$ cat config.mk
export PLATFORM = sky130hd
export DESIGN_NAME = silly_kernel_mc_flat
export DESIGN_NICKNAME = d
export VERILOG_FILES = /design/src/rtl/silly_kernel_mc_if.sv /design/src/rtl/silly_kernel_mc.sv /design/src/flat_wrapper.sv
export SDC_FILE = /design/constraint.sdc
export NUM_CORES = 2
export LEC_CHECK = 0
export CELL_PAD_IN_SITES_DETAIL_PLACEMENT = 1
export CELL_PAD_IN_SITES_GLOBAL_PLACEMENT = 2
export CORE_ASPECT_RATIO = 1.4
export CORE_UTILIZATION = 35
export CTS_CLUSTER_DIAMETER = 120
export DETAILED_ROUTE_END_ITERATION = 8
export DONT_BUFFER_PORTS = 1
export PLACE_DENSITY = 0.78
export SLEW_MARGIN = 20
export SYNTH_ARGS = -nofsm -noshare
export SYNTH_HDL_FRONTEND = slang
export SYNTH_SLANG_ARGS = --single-unit
$ cat constraint.sdc
create_clock -name clk_i -period 6.94 [get_ports clk_i]
set_input_delay 0.694 -clock clk_i [delete_from_list [all_inputs] [get_ports clk_i]]
set_output_delay 0.694 -clock clk_i [all_outputs]
set_load 0.02 [all_outputs]
$ cat src/rtl/silly_kernel_mc_if.sv
`default_nettype none
// ============================================================================
// Module      : silly_kernel_mc_if
// Description : Bus bundle for silly_kernel_mc. Carries the instruction-fetch
//               req/ack channel, the switch-input valid/ready channel and the
//               debug register read port.
// Revision    : 1.0 - initial release
// ============================================================================
interface silly_kernel_mc_if #(
  parameter int XLEN = 32,
  parameter int IN_W = 10
) ();

  // Instruction memory channel
  logic [31:0]     imem_addr_o;
  logic            imem_req_o;
  logic            imem_ack_i;
  logic [31:0]     imem_rdata_i;

  // Switch input channel
  logic [IN_W-1:0] in_data_i;
  logic            in_valid_i;
  logic            in_ready_o;

  // Debug register read port (HEX displays)
  logic [4:0]      dbg_addr_i;
  logic [XLEN-1:0] dbg_data_o;

  // Kernel side
  modport master (
    output imem_addr_o,
    output imem_req_o,
    input  imem_ack_i,
    input  imem_rdata_i,
    input  in_data_i,
    input  in_valid_i,
    output in_ready_o,
    input  dbg_addr_i,
    output dbg_data_o
  );

  // Environment side (memory, switches, display decoders)
  modport slave (
    input  imem_addr_o,
    input  imem_req_o,
    output imem_ack_i,
    output imem_rdata_i,
    output in_data_i,
    output in_valid_i,
    input  in_ready_o,
    output dbg_addr_i,
    input  dbg_data_o
  );

endinterface
`default_nettype wire

$ cat src/rtl/silly_kernel_mc.sv
`default_nettype none
// ============================================================================
// Module      : miriscv_alu
// Description : Combinational ALU used by silly_kernel_mc.
//               Op map: 0 ADD, 1 SUB, 2 XOR, 3 OR, 4 AND, 5 SLL, 6 SRL,
//               7 SRA, 8 EQ, 9 NE, 10 LT signed, 11 GE signed,
//               12 LT unsigned, 13 GE unsigned, 14/15 give zero.
//               Comparison ops return the outcome both as a 0/1 result and
//               on the flag; all other ops leave the flag low.
// Revision    : 1.0 - initial release
// ============================================================================
module miriscv_alu #(
  parameter int XLEN = 32
) (
  input  logic [3:0]      alu_op_i,
  input  logic [XLEN-1:0] alu_a_i,
  input  logic [XLEN-1:0] alu_b_i,
  output logic [XLEN-1:0] alu_result_o,
  output logic            alu_flag_o
);

  localparam int SHW = (XLEN > 1) ? $clog2(XLEN) : 1;

  localparam logic [3:0] c_OP_ADD  = 4'd0;
  localparam logic [3:0] c_OP_SUB  = 4'd1;
  localparam logic [3:0] c_OP_XOR  = 4'd2;
  localparam logic [3:0] c_OP_OR   = 4'd3;
  localparam logic [3:0] c_OP_AND  = 4'd4;
  localparam logic [3:0] c_OP_SLL  = 4'd5;
  localparam logic [3:0] c_OP_SRL  = 4'd6;
  localparam logic [3:0] c_OP_SRA  = 4'd7;
  localparam logic [3:0] c_OP_EQ   = 4'd8;
  localparam logic [3:0] c_OP_NE   = 4'd9;
  localparam logic [3:0] c_OP_LTS  = 4'd10;
  localparam logic [3:0] c_OP_GES  = 4'd11;
  localparam logic [3:0] c_OP_LTU  = 4'd12;
  localparam logic [3:0] c_OP_GEU  = 4'd13;

  logic [SHW-1:0] w_shamt;
  logic           w_cmp;
  logic           w_is_cmp;

  assign w_shamt = alu_b_i[SHW-1:0];

  // Comparison outcome for the compare ops, shared by result and flag
  always_comb begin
    w_cmp    = 1'b0;
    w_is_cmp = 1'b1;
    case (alu_op_i)
      c_OP_EQ:  w_cmp = (alu_a_i == alu_b_i);
      c_OP_NE:  w_cmp = (alu_a_i != alu_b_i);
      c_OP_LTS: w_cmp = ($signed(alu_a_i) <  $signed(alu_b_i));
      c_OP_GES: w_cmp = ($signed(alu_a_i) >= $signed(alu_b_i));
      c_OP_LTU: w_cmp = (alu_a_i <  alu_b_i);
      c_OP_GEU: w_cmp = (alu_a_i >= alu_b_i);
      default:  w_is_cmp = 1'b0;
    endcase
  end

  // Arithmetic / logic result select
  always_comb begin
    alu_result_o = '0;
    alu_flag_o   = 1'b0;
    case (alu_op_i)
      c_OP_ADD: alu_result_o = alu_a_i + alu_b_i;
      c_OP_SUB: alu_result_o = alu_a_i - alu_b_i;
      c_OP_XOR: alu_result_o = alu_a_i ^ alu_b_i;
      c_OP_OR:  alu_result_o = alu_a_i | alu_b_i;
      c_OP_AND: alu_result_o = alu_a_i & alu_b_i;
      c_OP_SLL: alu_result_o = alu_a_i << w_shamt;
      c_OP_SRL: alu_result_o = alu_a_i >> w_shamt;
      c_OP_SRA: alu_result_o = XLEN'($signed(alu_a_i) >>> w_shamt);
      default: begin
        if (w_is_cmp) begin
          alu_result_o = XLEN'(w_cmp);
          alu_flag_o   = w_cmp;
        end
      end
    endcase
  end

endmodule

// ============================================================================
// Module      : silly_kernel_mc
// Description : Multi-cycle silly kernel. Fetches 32-bit instructions over a
//               req/ack handshake, executes them through miriscv_alu, waits
//               on a valid/ready switch input for input-sourced writes,
//               supports a HALT encoding and exposes a combinational debug
//               register read for the HEX displays.
// Revision    : 1.0 - initial release
// ============================================================================
module silly_kernel_mc #(
  parameter int          XLEN       = 32,
  parameter int          RF_DEPTH   = 32,
  parameter int          IN_W       = 10,
  parameter logic [31:0] RESET_ADDR = 32'h66000000
) (
  input  logic               clk_i,
  input  logic               reset_n_i,
  silly_kernel_mc_if.master  bus,
  output logic [31:0]        pc_o,
  output logic               halted_o,
  output logic               retire_o
);

  localparam int AW = (RF_DEPTH > 1) ? $clog2(RF_DEPTH) : 1;

  // Write-source encodings
  localparam logic [1:0] c_WS_CONST = 2'b00;
  localparam logic [1:0] c_WS_INPUT = 2'b01;
  localparam logic [1:0] c_WS_ALU   = 2'b10;
  localparam logic [1:0] c_WS_HALT  = 2'b11;

  typedef enum logic [2:0] {
    S_FETCH   = 3'd0,
    S_EXEC    = 3'd1,
    S_WAIT_IN = 3'd2,
    S_WB      = 3'd3,
    S_HALT    = 3'd4
  } state_t;

  state_t            r_state;
  state_t            w_state_nxt;
  logic              r_req;
  logic [31:0]       r_pc;
  logic [31:0]       r_ir;
  logic [XLEN-1:0]   r_alu;
  logic              r_flag;
  logic [XLEN-1:0]   r_in;
  logic [XLEN-1:0]   r_rf [RF_DEPTH];

  // Instruction fields
  logic              w_jump;
  logic              w_branch;
  logic              w_we;
  logic [1:0]        w_ws;
  logic [3:0]        w_op;
  logic [AW-1:0]     w_a1;
  logic [AW-1:0]     w_a2;
  logic [AW-1:0]     w_wa;
  logic [7:0]        w_const;

  logic [XLEN-1:0]   w_se;
  logic [31:0]       w_off;
  logic [XLEN-1:0]   w_rs1;
  logic [XLEN-1:0]   w_rs2;
  logic [XLEN-1:0]   w_alu_res;
  logic              w_alu_flag;
  logic [XLEN-1:0]   w_wb_data;
  logic              w_take;
  logic [31:0]       w_pc_nxt;
  logic              w_fetch_hit;
  logic              w_in_hit;
  logic              w_rf_wr;
  logic [AW-1:0]     w_dbg_idx;

  assign w_jump   = r_ir[31];
  assign w_branch = r_ir[30];
  assign w_we     = r_ir[29];
  assign w_ws     = r_ir[28:27];
  assign w_op     = r_ir[26:23];
  assign w_a1     = r_ir[18 +: AW];
  assign w_a2     = r_ir[13 +: AW];
  assign w_wa     = r_ir[8 +: AW];
  assign w_const  = r_ir[7:0];

  // Constant sign-extended to the datapath, and as a word offset for the PC
  assign w_se     = XLEN'($signed(w_const));
  assign w_off    = {{22{w_const[7]}}, w_const, 2'b00};

  // A fetch only completes while a request is actually outstanding
  assign w_fetch_hit = (r_state == S_FETCH) && r_req && bus.imem_ack_i;
  assign w_in_hit    = (r_state == S_WAIT_IN) && bus.in_valid_i;

  // Register 0 is never written, so reading it returns its reset value 0
  assign w_rs1     = (int'(w_a1) < RF_DEPTH) ? r_rf[w_a1] : '0;
  assign w_rs2     = (int'(w_a2) < RF_DEPTH) ? r_rf[w_a2] : '0;
  assign w_dbg_idx = bus.dbg_addr_i[AW-1:0];

  miriscv_alu #(
    .XLEN (XLEN)
  ) u_alu (
    .alu_op_i     (w_op),
    .alu_a_i      (w_rs1),
    .alu_b_i      (w_rs2),
    .alu_result_o (w_alu_res),
    .alu_flag_o   (w_alu_flag)
  );

  // Next-state decision for the instruction sequencer
  always_comb begin
    w_state_nxt = r_state;
    case (r_state)
      S_FETCH: begin
        if (w_fetch_hit) begin
          w_state_nxt = S_EXEC;
        end
      end
      S_EXEC: begin
        if (w_ws == c_WS_HALT) begin
          w_state_nxt = S_HALT;
        end else if (w_we && (w_ws == c_WS_INPUT)) begin
          w_state_nxt = S_WAIT_IN;
        end else begin
          w_state_nxt = S_WB;
        end
      end
      S_WAIT_IN: begin
        if (bus.in_valid_i) begin
          w_state_nxt = S_WB;
        end
      end
      S_WB:    w_state_nxt = S_FETCH;
      S_HALT:  w_state_nxt = S_HALT;
      default: w_state_nxt = S_FETCH;
    endcase
  end

  // State register; the fetch request is registered so that it is low while
  // reset is held and rises on the first edge spent in FETCH
  always_ff @(posedge clk_i or negedge reset_n_i) begin
    if (!reset_n_i) begin
      r_state <= S_FETCH;
      r_req   <= 1'b0;
    end else begin
      r_state <= w_state_nxt;
      r_req   <= (w_state_nxt == S_FETCH);
    end
  end

  // Instruction register loads on the acknowledged fetch cycle only
  always_ff @(posedge clk_i or negedge reset_n_i) begin
    if (!reset_n_i) begin
      r_ir <= '0;
    end else if (w_fetch_hit) begin
      r_ir <= bus.imem_rdata_i;
    end
  end

  // Execute stage result and comparison flag
  always_ff @(posedge clk_i or negedge reset_n_i) begin
    if (!reset_n_i) begin
      r_alu  <= '0;
      r_flag <= 1'b0;
    end else if (r_state == S_EXEC) begin
      r_alu  <= w_alu_res;
      r_flag <= w_alu_flag;
    end
  end

  // Switch input capture, zero-extended to the datapath
  always_ff @(posedge clk_i or negedge reset_n_i) begin
    if (!reset_n_i) begin
      r_in <= '0;
    end else if (w_in_hit) begin
      r_in <= XLEN'(bus.in_data_i);
    end
  end

  // Write-back source select
  always_comb begin
    w_wb_data = w_se;
    case (w_ws)
      c_WS_CONST: w_wb_data = w_se;
      c_WS_INPUT: w_wb_data = r_in;
      c_WS_ALU:   w_wb_data = r_alu;
      default:    w_wb_data = '0;
    endcase
  end

  assign w_rf_wr  = (r_state == S_WB) && w_we && (w_wa != '0) && (int'(w_wa) < RF_DEPTH);
  assign w_take   = w_jump || (w_branch && r_flag);
  assign w_pc_nxt = w_take ? (r_pc + w_off) : (r_pc + 32'd4);

  // Register file write port; register 0 is excluded from writes
  always_ff @(posedge clk_i or negedge reset_n_i) begin
    if (!reset_n_i) begin
      for (int i = 0; i < RF_DEPTH; i++) begin
        r_rf[i] <= '0;
      end
    end else if (w_rf_wr) begin
      r_rf[w_wa] <= w_wb_data;
    end
  end

  // Program counter advances once per retired instruction
  always_ff @(posedge clk_i or negedge reset_n_i) begin
    if (!reset_n_i) begin
      r_pc <= RESET_ADDR;
    end else if (r_state == S_WB) begin
      r_pc <= w_pc_nxt;
    end
  end

  assign bus.imem_addr_o = r_pc;
  assign bus.imem_req_o  = r_req;
  assign bus.in_ready_o  = (r_state == S_WAIT_IN);
  assign bus.dbg_data_o  = (int'(w_dbg_idx) < RF_DEPTH) ? r_rf[w_dbg_idx] : '0;

  assign pc_o     = r_pc;
  assign halted_o = (r_state == S_HALT);
  assign retire_o = (r_state == S_WB);

endmodule
`default_nettype wire

$ cat src/flat_wrapper.sv
// flat-port wrapper written by rule: the top's interface ports become plain ports
module silly_kernel_mc_flat 
#(
  parameter int          XLEN       = 32,
  parameter int          RF_DEPTH   = 32,
  parameter int          IN_W       = 10,
  parameter logic [31:0] RESET_ADDR = 32'h66000000
)
  (clk_i, reset_n_i, pc_o, halted_o, retire_o, bus_imem_addr_o, bus_imem_req_o, bus_imem_ack_i, bus_imem_rdata_i, bus_in_data_i, bus_in_valid_i, bus_in_ready_o, bus_dbg_addr_i, bus_dbg_data_o);
  silly_kernel_mc_if #(.XLEN(XLEN), .IN_W(IN_W)) bus_i ();
  input  logic clk_i;
  input  logic reset_n_i;
  output logic [31:0] pc_o;
  output logic halted_o;
  output logic retire_o;
  output wire logic [$bits(bus_i.imem_addr_o)-1:0] bus_imem_addr_o;
  output wire logic [$bits(bus_i.imem_req_o)-1:0] bus_imem_req_o;
  input wire logic [$bits(bus_i.imem_ack_i)-1:0] bus_imem_ack_i;
  input wire logic [$bits(bus_i.imem_rdata_i)-1:0] bus_imem_rdata_i;
  input wire logic [$bits(bus_i.in_data_i)-1:0] bus_in_data_i;
  input wire logic [$bits(bus_i.in_valid_i)-1:0] bus_in_valid_i;
  output wire logic [$bits(bus_i.in_ready_o)-1:0] bus_in_ready_o;
  input wire logic [$bits(bus_i.dbg_addr_i)-1:0] bus_dbg_addr_i;
  output wire logic [$bits(bus_i.dbg_data_o)-1:0] bus_dbg_data_o;
  assign bus_imem_addr_o = bus_i.imem_addr_o;
  assign bus_imem_req_o = bus_i.imem_req_o;
  assign bus_i.imem_ack_i = bus_imem_ack_i;
  assign bus_i.imem_rdata_i = bus_imem_rdata_i;
  assign bus_i.in_data_i = bus_in_data_i;
  assign bus_i.in_valid_i = bus_in_valid_i;
  assign bus_in_ready_o = bus_i.in_ready_o;
  assign bus_i.dbg_addr_i = bus_dbg_addr_i;
  assign bus_dbg_data_o = bus_i.dbg_data_o;
  silly_kernel_mc #(.XLEN(XLEN), .RF_DEPTH(RF_DEPTH), .IN_W(IN_W), .RESET_ADDR(RESET_ADDR)) u_core (.clk_i(clk_i), .reset_n_i(reset_n_i), .bus(bus_i), .pc_o(pc_o), .halted_o(halted_o), .retire_o(retire_o));
endmodule
-- Word level (Yosys, flattened, before mapping)
Cells that the tools add are included.
- add/sub/neg operators: 4
- multipliers: 0
- divide/modulo/power cells: 0
- magnitude comparators: 9
- eq/ne operators: 22
- shift operators: 3
- multiplexer cells: 25
- bitwise logic cells: 7
- reductions and logical operators: 16
- operators with widths (kind ; number):
    $bwmux 1024 ; 1
    $bmux 32 s5 ; 3
    $mux 32 ; 8
    $pmux 32 s8 ; 1
    $demux 32 s5 ; 1
    $pmux 32 s3 ; 1
    $add 32x32->32 ; 2
    $ge 32x32->1 ; 2
    $lt 32x32->1 ; 2
    $add 32x3->32 const B ; 1
    $and 32x32->32 ; 1
    $eq 32x32->1 ; 1
    $ne 32x32->1 ; 1
    $or 32x32->32 ; 1
    $shl 32x5->32 ; 1
    $shr 32x5->32 ; 1
    $sshr 32x5->32 ; 1
    $sub 32x32->32 ; 1
    $xor 32x32->32 ; 1
    $eq 4x4->1 const B ; 6
    $ge 6x6->1 const B ; 4
    $not 5->6 ; 4
    $eq 4x3->1 const B ; 4
    $pmux 3 s4 ; 1
    other kinds (19) ; 36
- register bits: 1135
- bits in latches: 0
- memory bits (writable): 0
- memory bits (read-only): 0
- bits of input ports: 51
- output and inout port bits: 100
- memories: 0

-- Longest topological paths before layout
- depth after elaboration: 8
- gate-level depth with buffers: 23
- mapped depth without buffers: 17

-- Modules after synthesis
A second synthesis with hierarchy kept.
- cells, all modules: 6502
- area, all modules: 74082.3 sq um
- by module, submodules not included (module ; instances ; cells an instance ; area each (sq um) ; seq. area each (sq um)):
    silly_kernel_mc ; 1 ; 5237 ; 65436.5 ; 28357.2
    miriscv_alu ; 1 ; 1265 ; 8645.8 ; 0.0

-- Worst setup path before layout
No wires, ideal clock.
- path type: reg-to-reg
- from: register u_core.r_ir[13]
- to: register u_core.r_alu[29]
- library setup time: 0.130 ns
- arrival: 5.426 ns
- slack: 1.384 ns
- stages on the path, launching flop included: 20
- path buffers: 5
- cells stage by stage: dfrtp_1 > clkbuf_1 > clkbuf_1 > buf_2 > buf_1 > mux4_2 > mux4_2 > mux2i_1 > ha_1 > clkbuf_1 > inv_1 > o21ai_0 > a32oi_1 > nand3_1 > nand2_1 > a311oi_1 > o41ai_1 > mux2_2 > o21ai_0 > a31oi_1
- longest elaborated chain between the ends: 6
- RTL lines (element ; RTL line ; RTL):
    start: declaration ; silly_kernel_mc.sv:127 ; logic [31:0] r_ir;
    start signal: assignment ; silly_kernel_mc.sv:237 ; r_ir <= bus.imem_rdata_i;
    $not 5->6 (not written as such) (*) ; silly_kernel_mc.sv:178 ; assign w_rs2 = (int'(w_a2) < RF_DEPTH) ? r_rf[w_a2] : '0;
    $bmux 32 s5 (*) ; silly_kernel_mc.sv:178 ;
    $mux 32 (not written as such) (*) (2 in a row) ; silly_kernel_mc.sv:178 ;
    $sub 32x32->32, or another cell as far along ; silly_kernel_mc.sv:66 ; c_OP_SUB: alu_result_o = alu_a_i - alu_b_i;
    $pmux 32 s8 (*) ; silly_kernel_mc.sv:64 ; case (alu_op_i)
    end signal: assignment ; silly_kernel_mc.sv:247 ; r_alu <= w_alu_res;
    end: declaration ; silly_kernel_mc.sv:128 ; logic [XLEN-1:0] r_alu;
Every way passes the cells marked *; elsewhere a longest branch is shown, timed or not. The select of a mux whose other input is x is not followed.
A chain may end at the register's enable or synchronous reset.

-- Worst setup path in the final report
Ends and elaborated chain as after synthesis.

==> results.md <==
* Drt drc at 0
* FMAX at 155 MHz
* Worst r2r src: u_core.r_ir[13]
* Row cnt at 200
* CTS HTree Levels at 3
* Delay of the slowest critical-path stage at between 1000 and 1500 ps
* ANT nets after route at 0
* Initial antenna violation count at 24
* Levels on crit path at 15
* Gr ovfl total at 0
* Reg2reg end: u_core.r_alu[29]
* Clock buffer count from CTS at 118
* Area of the multi-input gates at 43,200 um^2
* Count of buffer and inverter cells on the critical path at 2
* Adder-Cell Fraction of Synth Area at 2.28%
* Kind of critical path: reg -> reg
* Worst skew pair latency at 810 ps
* Post-synth cell types at 91
* Period Utilization, post-route at between 90% and 100%
* R2r setup slk at 480 ps
* CORE AREA at 212,000 um^2
* Area Overhead vs Synth at 9.85%
* Worst hold path class: in -> reg
* RD Place Congestion at just over 1
* Root Driver: clkbuf_16
* Storage element area at 28,400 um^2
* First-pass DRT Iterations at 6
* Crit path max-delay cell type: dfrtp_4
* Initial cell density of the core at 35.2%
* Worst-path clk slew at roughly 80 ps
* Layout cells sized above 1 at between 20% and 30%
* Actual slew at the worst max-slew pin at between 1000 and 1500 ps
* Fillers at roughly 23,000
* DR vias at 62,400
* Synth Flop Type: dfrtp_1
* Worst vdd ir at between 0.4 and 0.5 mV
* Synth Area per Inst at 10.5 um^2
* Largest family of logic cells by synthesized area: multiplexers
* Synth Area in Compound Gates at approximately 14%
* Simple-gate share of the synthesized area at around a tenth
* CTS Sinks at 1,133
* Die Height at roughly 550 um
* CP arrival at 7180 ps
* IO Pins at roughly 150
* First-pass GRT wire length at 469,000 um
* Post-synthesis mux area share at between 30% and 40%
* Async SR Flop Fraction at 100%
* DRT Wirelength at about 320,000 um
* Synth Area in XOR/XNOR at 0.457%
* Setup Viol. Count Final at 0
* Min Tclk post-route at 6460 ps
* DP HPWL at 208,000 um
* Routed len/inst at between 30 and 40 um
* TritonCTS clock tree: built
* CTS Buffer Depth at 3
* GRT Overall Usage at between 20% and 30%
* CP Launch Type: register
* PnR Total Power at 43.4 mW
* DR iter-0 viols at 6,191
* Fin nets at 6,885
* Layout Skew at 44.3 ps
* P_leak at about 34 nW
* Vias in the first global route at 65,200
* Worst-path cell chain: buf_12 > mux4_2 > mux4_2 > mux2i_1 > inv_1 > ha_1 > or3_1 > a211oi_1 > o221a_2 > o31ai_1 > a311o_1 > a31oi_1 > xnor2_1 > o2111a_1 > a31oi_1
* # port buffers at 0
* Setup TNS at 0 ps
* Rel. slew slack at 21.1%
* Vias per cell at 6.48
* Worst r2r path cells at 15
* EDFF count, synth at 0
* Post-synthesis instance area at 74,700 um^2
* RSZ-0062 raised after global routing: false
* Crit path to: u_core.r_alu[29]
* Maximum fanout along the worst path at 34
* Sequential area share after synthesis at 38.0%
* Endpoints failing hold at 0
* Crit path from: u_core.r_ir[13]
* Largest net degree at the start of global routing at 257
* Fin util at 38.7%
* Gate Count Post-Synth at 7,084
* Delay-heaviest family, CP: compound AO/OA/AOI/OAI gates
* Outcome: finished clean
* CP required at 7660 ps
* Final Max Tran Viols at 0
* Warnings from Yosys at 0
* Post-CTS resize count at 0
* P per Cell Area at 529 nW/um^2
* Max Cap Viol at 0
* Die footprint at 215,000 um^2
* Die X at 392 um
* CP endpoint kind: register
* FF+latch count, synth at 1,133
placed cells by master, fill, tap and decap left out, types with 106 or more instances in the layout:
master / n
nor2_1: 704
clkbuf_16: 119
mux2i_1: 466
nand3_1: 106
a22oi_1: 142
mux4_2: 759
inv_1: 111
buf_4: 197
a21oi_1: 714
nand2_1: 682
ha_1: 131
dfrtp_1: 1121
o21ai_0: 621
logic make-up after synthesis:
family	count (synthesis)
compound gates	1841
simple gates	1767
fa+ha+maj	134
other cells	1
buf+inv	859
mux	1310
xor+xnor	39
flops	1133
layout make-up:
cell class	instances	share of cell area [%]
Clock inverter	68	1.06
Multi-Input combinational cell	5095	52.6
Antenna cell	8	0.0244
Sequential cell	1133	34.6
Inverter	118	0.543
Tap cell	2828	4.31
Clock buffer	156	4.03
Timing Repair Buffer	234	2.79
cell usage after synthesis (83+ instances only):
master	count	area (um^2)
dfrtp_1	1129	28300
mux4_2	759	17100
a21oi_1	746	3730
nor2_1	720	2700
nand2_1	695	2610
o21ai_0	621	3110
clkbuf_1	522	1960
mux2i_1	467	4670
a22oi_1	142	1070
ha_1	131	1640
inv_1	111	417
nand3_1	106	531
buf_2	84	420
mux2_2	83	935
layer usage:
metal  track usage [%]  share of wire (%)  up-vias
met4              16.6                6.3       24
met3              6.15                8.0      947
met5                 0              0.061        -
li1                  -                  -    25500
met2              48.4                 48     3072
met1              36.8                 38    32900
worst min path at each step:
| stage | from | to | slack, ps | depth (start not counted) |
|---|---|---|---|---|
| after global routing | bus_imem_rdata_i[17] | u_core.r_ir[17] | 20 | 1 |
| after global placement | reset_n_i | u_core.bus.imem_addr_o[11] | 400 | 0 |
| after CTS | bus_imem_rdata_i[17] | u_core.r_ir[17] | 0.7 | 1 |
| after detailed placement | reset_n_i | u_core.bus.imem_addr_o[12] | 400 | 0 |
| final | bus_imem_rdata_i[17] | u_core.r_ir[17] | 30 | 1 |
| after floorplan | reset_n_i | u_core.bus.imem_addr_o[10] | 400 | 0 |
registers in the layout, indices dropped and copies added, names as in the netlist:
name / count
u_core.r_in: 10
u_core.r_flag: 1
u_core.r_rf: 1024
u_core.r_ir: 32
u_core.r_state: 3
u_core.bus.imem_addr_o: 30
u_core.r_alu: 32
u_core.bus.imem_req_o: 1
stage by stage:
stage | hold slack [ps] | worst slack (ps) | cells | cell area (um^2)
3_3_place_gp | 398 | 738 | 9402 | 77700
4_1_cts | 0.731 | 575 | 9631 | 82000
2_1_floorplan | 398 | 1380 | 7087 | 74700
3_5_place_dp | 399 | 603 | 9406 | 77800
6_report | 34.9 | 479 | 9640 | 82000
5_1_grt | 24.6 | 189 | 9634 | 82000
what timing repair did:
| item | in CTS | in global routing |
|---|---|---|
| hold endpoints to repair | 63 | 0 |
| hold buffers | 1 | 0 |
| buffers inserted | 0 | 0 |
where the power goes:
part / internal [mW] / switching [mW] / leakage (nW)
Clock: 3.97 / 3.04 / 2.03
Combinational: 9.44 / 15.5 / 16.5
Sequential: 8.47 / 2.95 / 15.5
No activity file was read; power rests on OpenSTA's default activity.
